==> src/rtl/spi_flash_resp.sv <==
// SPI-flash responder (mode 0, MSB first) oversampled by sys_clk: WREN/WRDI/RDSR/BE/RDID.
// Models the WEL/WIP status bits and a bulk erase that lasts BE_CYCLES sys_clk cycles.
module spi_flash_resp #(
  parameter logic [31:0] BE_CYCLES = 32'd500,
  parameter logic [23:0] ID_CODE   = 24'h202015
) (
  input  logic       sys_clk,
  input  logic       sys_rst,
  input  logic       cs_n,
  input  logic       sck,
  input  logic       mosi,
  output logic       miso,
  output logic       wel,
  output logic       wip,
  output logic       be_done,
  output logic       cmd_valid,
  output logic [7:0] cmd_byte
);

  localparam logic [7:0] OP_WRDI = 8'h04;
  localparam logic [7:0] OP_RDSR = 8'h05;
  localparam logic [7:0] OP_WREN = 8'h06;
  localparam logic [7:0] OP_RDID = 8'h9F;
  localparam logic [7:0] OP_BE   = 8'hC7;

  typedef enum logic [1:0] {IDLE, CMD, RESP, IGNORE} state_t;

  state_t      state_q, state_d;
  logic [2:0]  cs_sync_q, sck_sync_q;
  logic [1:0]  mosi_sync_q;
  logic [3:0]  bit_cnt_q, bit_cnt_d;
  logic [6:0]  shift_q, shift_d;
  logic [23:0] tx_q, tx_d;
  logic [2:0]  out_cnt_q, out_cnt_d;
  logic        rdsr_q, rdsr_d;
  logic        miso_q, miso_d;
  logic        wel_q, wel_d;
  logic        wip_q, wip_d;
  logic        be_done_q, be_done_d;
  logic        cmd_valid_q, cmd_valid_d;
  logic [7:0]  cmd_byte_q, cmd_byte_d;
  logic [31:0] ecnt_q, ecnt_d;

  logic       cs_s1, cs_rise, sck_rise, sck_fall, mosi_s;
  logic [7:0] rx_byte, status;

  // Index 1 is the synchronized sample, index 2 the one-cycle-delayed copy.
  assign cs_s1    = cs_sync_q[1];
  assign cs_rise  = cs_sync_q[1] & ~cs_sync_q[2];
  assign sck_rise = sck_sync_q[1] & ~sck_sync_q[2];
  assign sck_fall = ~sck_sync_q[1] & sck_sync_q[2];
  assign mosi_s   = mosi_sync_q[1];
  assign rx_byte  = {shift_q, mosi_s};
  assign status   = {6'b0, wel_q, wip_q};

  always_ff @(posedge sys_clk or posedge sys_rst) begin
    if (sys_rst) begin
      cs_sync_q   <= 3'b111;
      sck_sync_q  <= 3'b000;
      mosi_sync_q <= 2'b00;
      state_q     <= IDLE;
      bit_cnt_q   <= 4'd0;
      shift_q     <= 7'd0;
      tx_q        <= 24'd0;
      out_cnt_q   <= 3'd0;
      rdsr_q      <= 1'b0;
      miso_q      <= 1'b0;
      wel_q       <= 1'b0;
      wip_q       <= 1'b0;
      be_done_q   <= 1'b0;
      cmd_valid_q <= 1'b0;
      cmd_byte_q  <= 8'h00;
      ecnt_q      <= 32'd0;
    end else begin
      cs_sync_q   <= {cs_sync_q[1:0], cs_n};
      sck_sync_q  <= {sck_sync_q[1:0], sck};
      mosi_sync_q <= {mosi_sync_q[0], mosi};
      state_q     <= state_d;
      bit_cnt_q   <= bit_cnt_d;
      shift_q     <= shift_d;
      tx_q        <= tx_d;
      out_cnt_q   <= out_cnt_d;
      rdsr_q      <= rdsr_d;
      miso_q      <= miso_d;
      wel_q       <= wel_d;
      wip_q       <= wip_d;
      be_done_q   <= be_done_d;
      cmd_valid_q <= cmd_valid_d;
      cmd_byte_q  <= cmd_byte_d;
      ecnt_q      <= ecnt_d;
    end
  end

  always_comb begin
    state_d     = state_q;
    bit_cnt_d   = bit_cnt_q;
    shift_d     = shift_q;
    tx_d        = tx_q;
    out_cnt_d   = out_cnt_q;
    rdsr_d      = rdsr_q;
    miso_d      = miso_q;
    wel_d       = wel_q;
    wip_d       = wip_q;
    be_done_d   = 1'b0;
    cmd_valid_d = 1'b0;
    cmd_byte_d  = cmd_byte_q;
    ecnt_d      = ecnt_q;

    if (wip_q) begin
      ecnt_d = ecnt_q - 32'd1;
      if (ecnt_q == 32'd1) begin
        wip_d     = 1'b0;
        wel_d     = 1'b0;
        be_done_d = 1'b1;
      end
    end

    // Write-type commands only take effect when cs_n closes exactly after one byte.
    if (cs_rise && state_q == CMD && bit_cnt_q == 4'd8 && !wip_q) begin
      case (cmd_byte_q)
        OP_WREN: wel_d = 1'b1;
        OP_WRDI: wel_d = 1'b0;
        OP_BE: begin
          if (wel_q) begin
            wip_d  = 1'b1;
            ecnt_d = BE_CYCLES;
          end
        end
        default: ;
      endcase
    end

    case (state_q)
      IDLE: begin
        miso_d = 1'b0;
        if (!cs_s1) begin
          state_d   = CMD;
          bit_cnt_d = 4'd0;
        end
      end
      CMD: begin
        if (sck_rise) begin
          shift_d = rx_byte[6:0];
          if (bit_cnt_q != 4'hF) bit_cnt_d = bit_cnt_q + 4'd1;
          if (bit_cnt_q == 4'd7) begin
            cmd_valid_d = 1'b1;
            cmd_byte_d  = rx_byte;
            case (rx_byte)
              OP_RDSR: begin
                state_d   = RESP;
                tx_d      = {status, 16'h0000};
                rdsr_d    = 1'b1;
                out_cnt_d = 3'd0;
              end
              OP_RDID: begin
                state_d   = RESP;
                tx_d      = ID_CODE;
                rdsr_d    = 1'b0;
                out_cnt_d = 3'd0;
              end
              OP_WREN, OP_WRDI, OP_BE: ;
              default: state_d = IGNORE;
            endcase
          end
        end
      end
      RESP: begin
        if (sck_fall) begin
          miso_d    = tx_q[23];
          tx_d      = {tx_q[22:0], 1'b0};
          out_cnt_d = out_cnt_q + 3'd1;
          // RDSR streams: fetch live status as the last bit of each byte goes out.
          if (rdsr_q && out_cnt_q == 3'd7) tx_d = {status, 16'h0000};
        end
      end
      IGNORE: miso_d = 1'b0;
      default: state_d = IDLE;
    endcase

    if (cs_s1) begin
      state_d   = IDLE;
      bit_cnt_d = 4'd0;
      miso_d    = 1'b0;
    end
  end

  assign miso      = miso_q;
  assign wel       = wel_q;
  assign wip       = wip_q;
  assign be_done   = be_done_q;
  assign cmd_valid = cmd_valid_q;
  assign cmd_byte  = cmd_byte_q;

endmodule

==> config.mk <==
export PLATFORM = sky130hd
export DESIGN_NAME = spi_flash_resp
export DESIGN_NICKNAME = d
export VERILOG_FILES = /design/src/rtl/spi_flash_resp.sv
export SDC_FILE = /design/constraint.sdc
export NUM_CORES = 1
export LEC_CHECK = 0
export ABC_AREA = 1
export ABC_CLOCK_PERIOD_IN_PS = 3300
export BUFFER_PORTS_ARGS = -buffer_cell sky130_fd_sc_hd__buf_2
export CAP_MARGIN = 15
export CORE_MARGIN = 2
export CORE_UTILIZATION = 62
export CTS_CLUSTER_SIZE = 12
export DETAILED_ROUTE_END_ITERATION = 6
export PLACE_DENSITY = 0.8
export SYNTH_ARGS = -nofsm -noshare
export SYNTH_HDL_FRONTEND = slang
export SYNTH_SLANG_ARGS = --single-unit
==> constraint.sdc <==
create_clock -name sys_clk -period 3.3 [get_ports sys_clk]
set_clock_uncertainty 0.15 [all_clocks]
set_input_delay 0.33 -clock sys_clk [delete_from_list [all_inputs] [get_ports sys_clk]]
set_output_delay 0.33 -clock sys_clk [all_outputs]
set_load 0.01 [all_outputs]
==> impl_metrics.ini <==
[status]
status = finished, final reports clean

[place]
portBuffers = 17
dp_hpwl_um = 6560
placed_cell_area_sq_mm = 0.00491
place.gp.congestion = 0.896
placed_cells = 696
pre_cts_ws_ns = 0.780

[sta]
fin_crit_ns = 2.54
fin_setup_tns_ns = 0
drv_slew = 0
fmax_mhz = 394
finalSetupViolations = 0
finalWorstSetupSlack_ns = 0.763
rsz0062_at_grt = false
hold_viol = 0
tightest_slew_ns = 0.960
layout_worst_path_cycle_share_pct = 76.9
relSlewSlack_pct = 36.0

[global_routing]
use_met2_pct = 40.3
grt.met1_usage_pct = 32.7
use_met3_pct = 3.29
busiest_layer = met2
grt_max_degree = 82
antenna_found_initial = 0
grt_pass1_vias = 3679
grt.total_usage_pct = 24.5
grt_pass1_wl_um = 16500
grt-ovfl-total = 0

[synth]
synth_edf_count = 0
synth_top_area_share_pct = 47.8
synth_nets = 603
ys_seq_elements = 94
synth_top_family_by_area = simple AND/OR/NAND/NOR gates
synthAdderAreaFrac_pct = 2.36
yosys.area_share.simple_pct = 28.5
synth.area.top_cells = dfrtp_1 (48%), nand2_1 (9.1%), nor2_1 (6.7%), inv_1 (5.8%), nand3_1 (4.5%)
synth-seq-area-share_pct = 49.4
synth_cells = 589
muxShareOfSynthArea_pct = 0
synthFlopType = dfrtp_1
async_reset_ff_share_pct = 100
synth_compound_area_share_pct = 10.6
syn_area_per_cell_sq_um = 8.10
synth_cell_types = 37
yosys.area.top_type = dfrtp_1
synthesis.area_sq_mm = 0.00477
synth_xor_area_share_pct = 0.918
synth_warnings = 0

[cts]
cts.sinks = 94
cts_root_buf = clkbuf_8
cts_buffer_depth = 2
cts_resized = 0
cts-buffers-inserted = 9
post_cts_buffers = 0
clock_latency_ns = 0.37
tritoncts = yes
h-tree-depth = 3
clk_pin_slew_ns = 0.09

[critical_path]
cp_max_fo = 43
cp_data_required_time_ns = 3.44
cp.arrival_ns = 2.68
worstSetupPathType = register to register
crit_path_end_kind = register
cp-start-kind = register

[die]
fp.dieW_um = 91.7
core_sq_mm = 0.00733
die_h_um = 91.7
start_util_pct = 65.0
dieArea_sq_mm = 0.00841
rows = 31
num_io_pins = 18

[finish]
syn2layout_area_growth_pct = 8.32
fin_area_sq_mm = 0.00516
final_nets = 625
drive_above_1_share_pct = 14.3
layout_common_cells = nand2_1 (116), dfrtp_1 (91), nor2_1 (85)
final_common_cell = nand2_1
instances_no_fill = 715
diodes = 0

[route]
routed_wirelength_um = 9270
drc_errors = 0
post_drt_wl_per_cell_um = 13.0
viasPerCell = 5.32
drtAntennaViolNets = 0
via_count = 3803
drtPass1Iterations = 4
drt-initial-drc-count = 162

[power]
peakVddDrop_v = 0.000323
power_mw = 2.22
power_density_mw_per_mm2 = 430
p_leak_nw = 2.63

[worst_hold_path]
worstHoldPathType = input port to asynchronous set/reset pin

[job]
drv_cap = 0
## area by class of cell
| type | instances | area, sq um |
|---|---|---|
| multi-input combinational | 402 | 2020 |
| sequential | 94 | 2360 |
| timing repair buffer | 23 | 138 |
| clock buffer | 14 | 183 |
| fill | 567 | 2170 |
| tap | 99 | 124 |
| inverter | 81 | 307 |
| clock inverter | 2 | 37.5 |
## routing by layer
metal,part of all wire (%),vias to the layer above
li1,-,1929
met1,45,1791
met2,49,61
met3,2.9,22
met4,2.7,0
met5,0,-
## stage by stage
step	hold slack (ns)	utilization [%]
floorplan	0.181	-
global placement	0.182	67.0
detailed placement	0.186	67.0
CTS	0.0710	70.5
global route	0.122	70.5
finish	0.0188	70.5
## registers in the layout (all words and copies together) (netlist names)
name / count
be_done: 1
wip: 1
cs_sync_q: 3
miso: 1
rdsr_q: 1
bit_cnt_q: 4
tx_q: 24
out_cnt_q: 3
state_q: 2
cmd_byte: 8
sck_sync_q: 3
wel: 1
cmd_valid: 1
shift_q: 7
mosi_sync_q: 2
ecnt_q: 32
## synth_stat cells (8+ instances only)
library cell and count:
o21ai_1 11, nor3_1 12, nor2_1 85, nand2_1 116, o21ai_2 13, nand4_1 8, nand3_1 43, dfrtp_1 91
o21ai_0 35, a21oi_1 26, inv_1 74, ha_1 9
## worst paths after layout
path / startpoint / end / slack, ns / cells after the start
max: state_q[1] / tx_q[6] / 0.76 / 8
max reg2reg: state_q[1] / tx_q[6] / 0.76 / 8
min reg2reg: sck_sync_q[0] / sck_sync_q[1] / 0.20 / 0
max in group asynchronous: sys_rst / cmd_byte[3] / 2.20 / 3
min in group sys_clk: sck_sync_q[0] / sck_sync_q[1] / 0.20 / 0
min: sys_rst / be_done / 0.02 / 2
## critical path, stage by stage, from the launching register on
cell and delay, ns:
dfrtp_1 0.38, inv_1 0.10, ha_1 0.24, nand2_1 0.31, nor2_4 0.42, nand3_4 0.21, nand2_4 0.43, nand2_1 0.13
o21ai_2 0.07
## repair_timing
action,CTS,global route
endpoints found under the setup margin,0,0
hold endpoints to repair,3,0
hold buffers,3,0
## logic make-up (layout without fill, tap and decap cells)
kind of cell               after synthesis  after routing
AOI/OAI and AO/OA                       89             89
xor gates and xnor gates                 5              5
adders and majority gates                9              9
buffers and inverters                   93            120
DFF                                     94             94
and+or+nand+nor                        299            299
## report_power, final
| part | switching, mW | internal (mW) | total [mW] |
|---|---|---|---|
| clock | 0.394 | 0.434 | 0.827 |
| sequential | 0.0502 | 1.20 | 1.25 |
| combinational | 0.0993 | 0.0481 | 0.147 |
| total | 0.543 | 1.68 | 2.22 |
(Power assumes the default switching activity.)
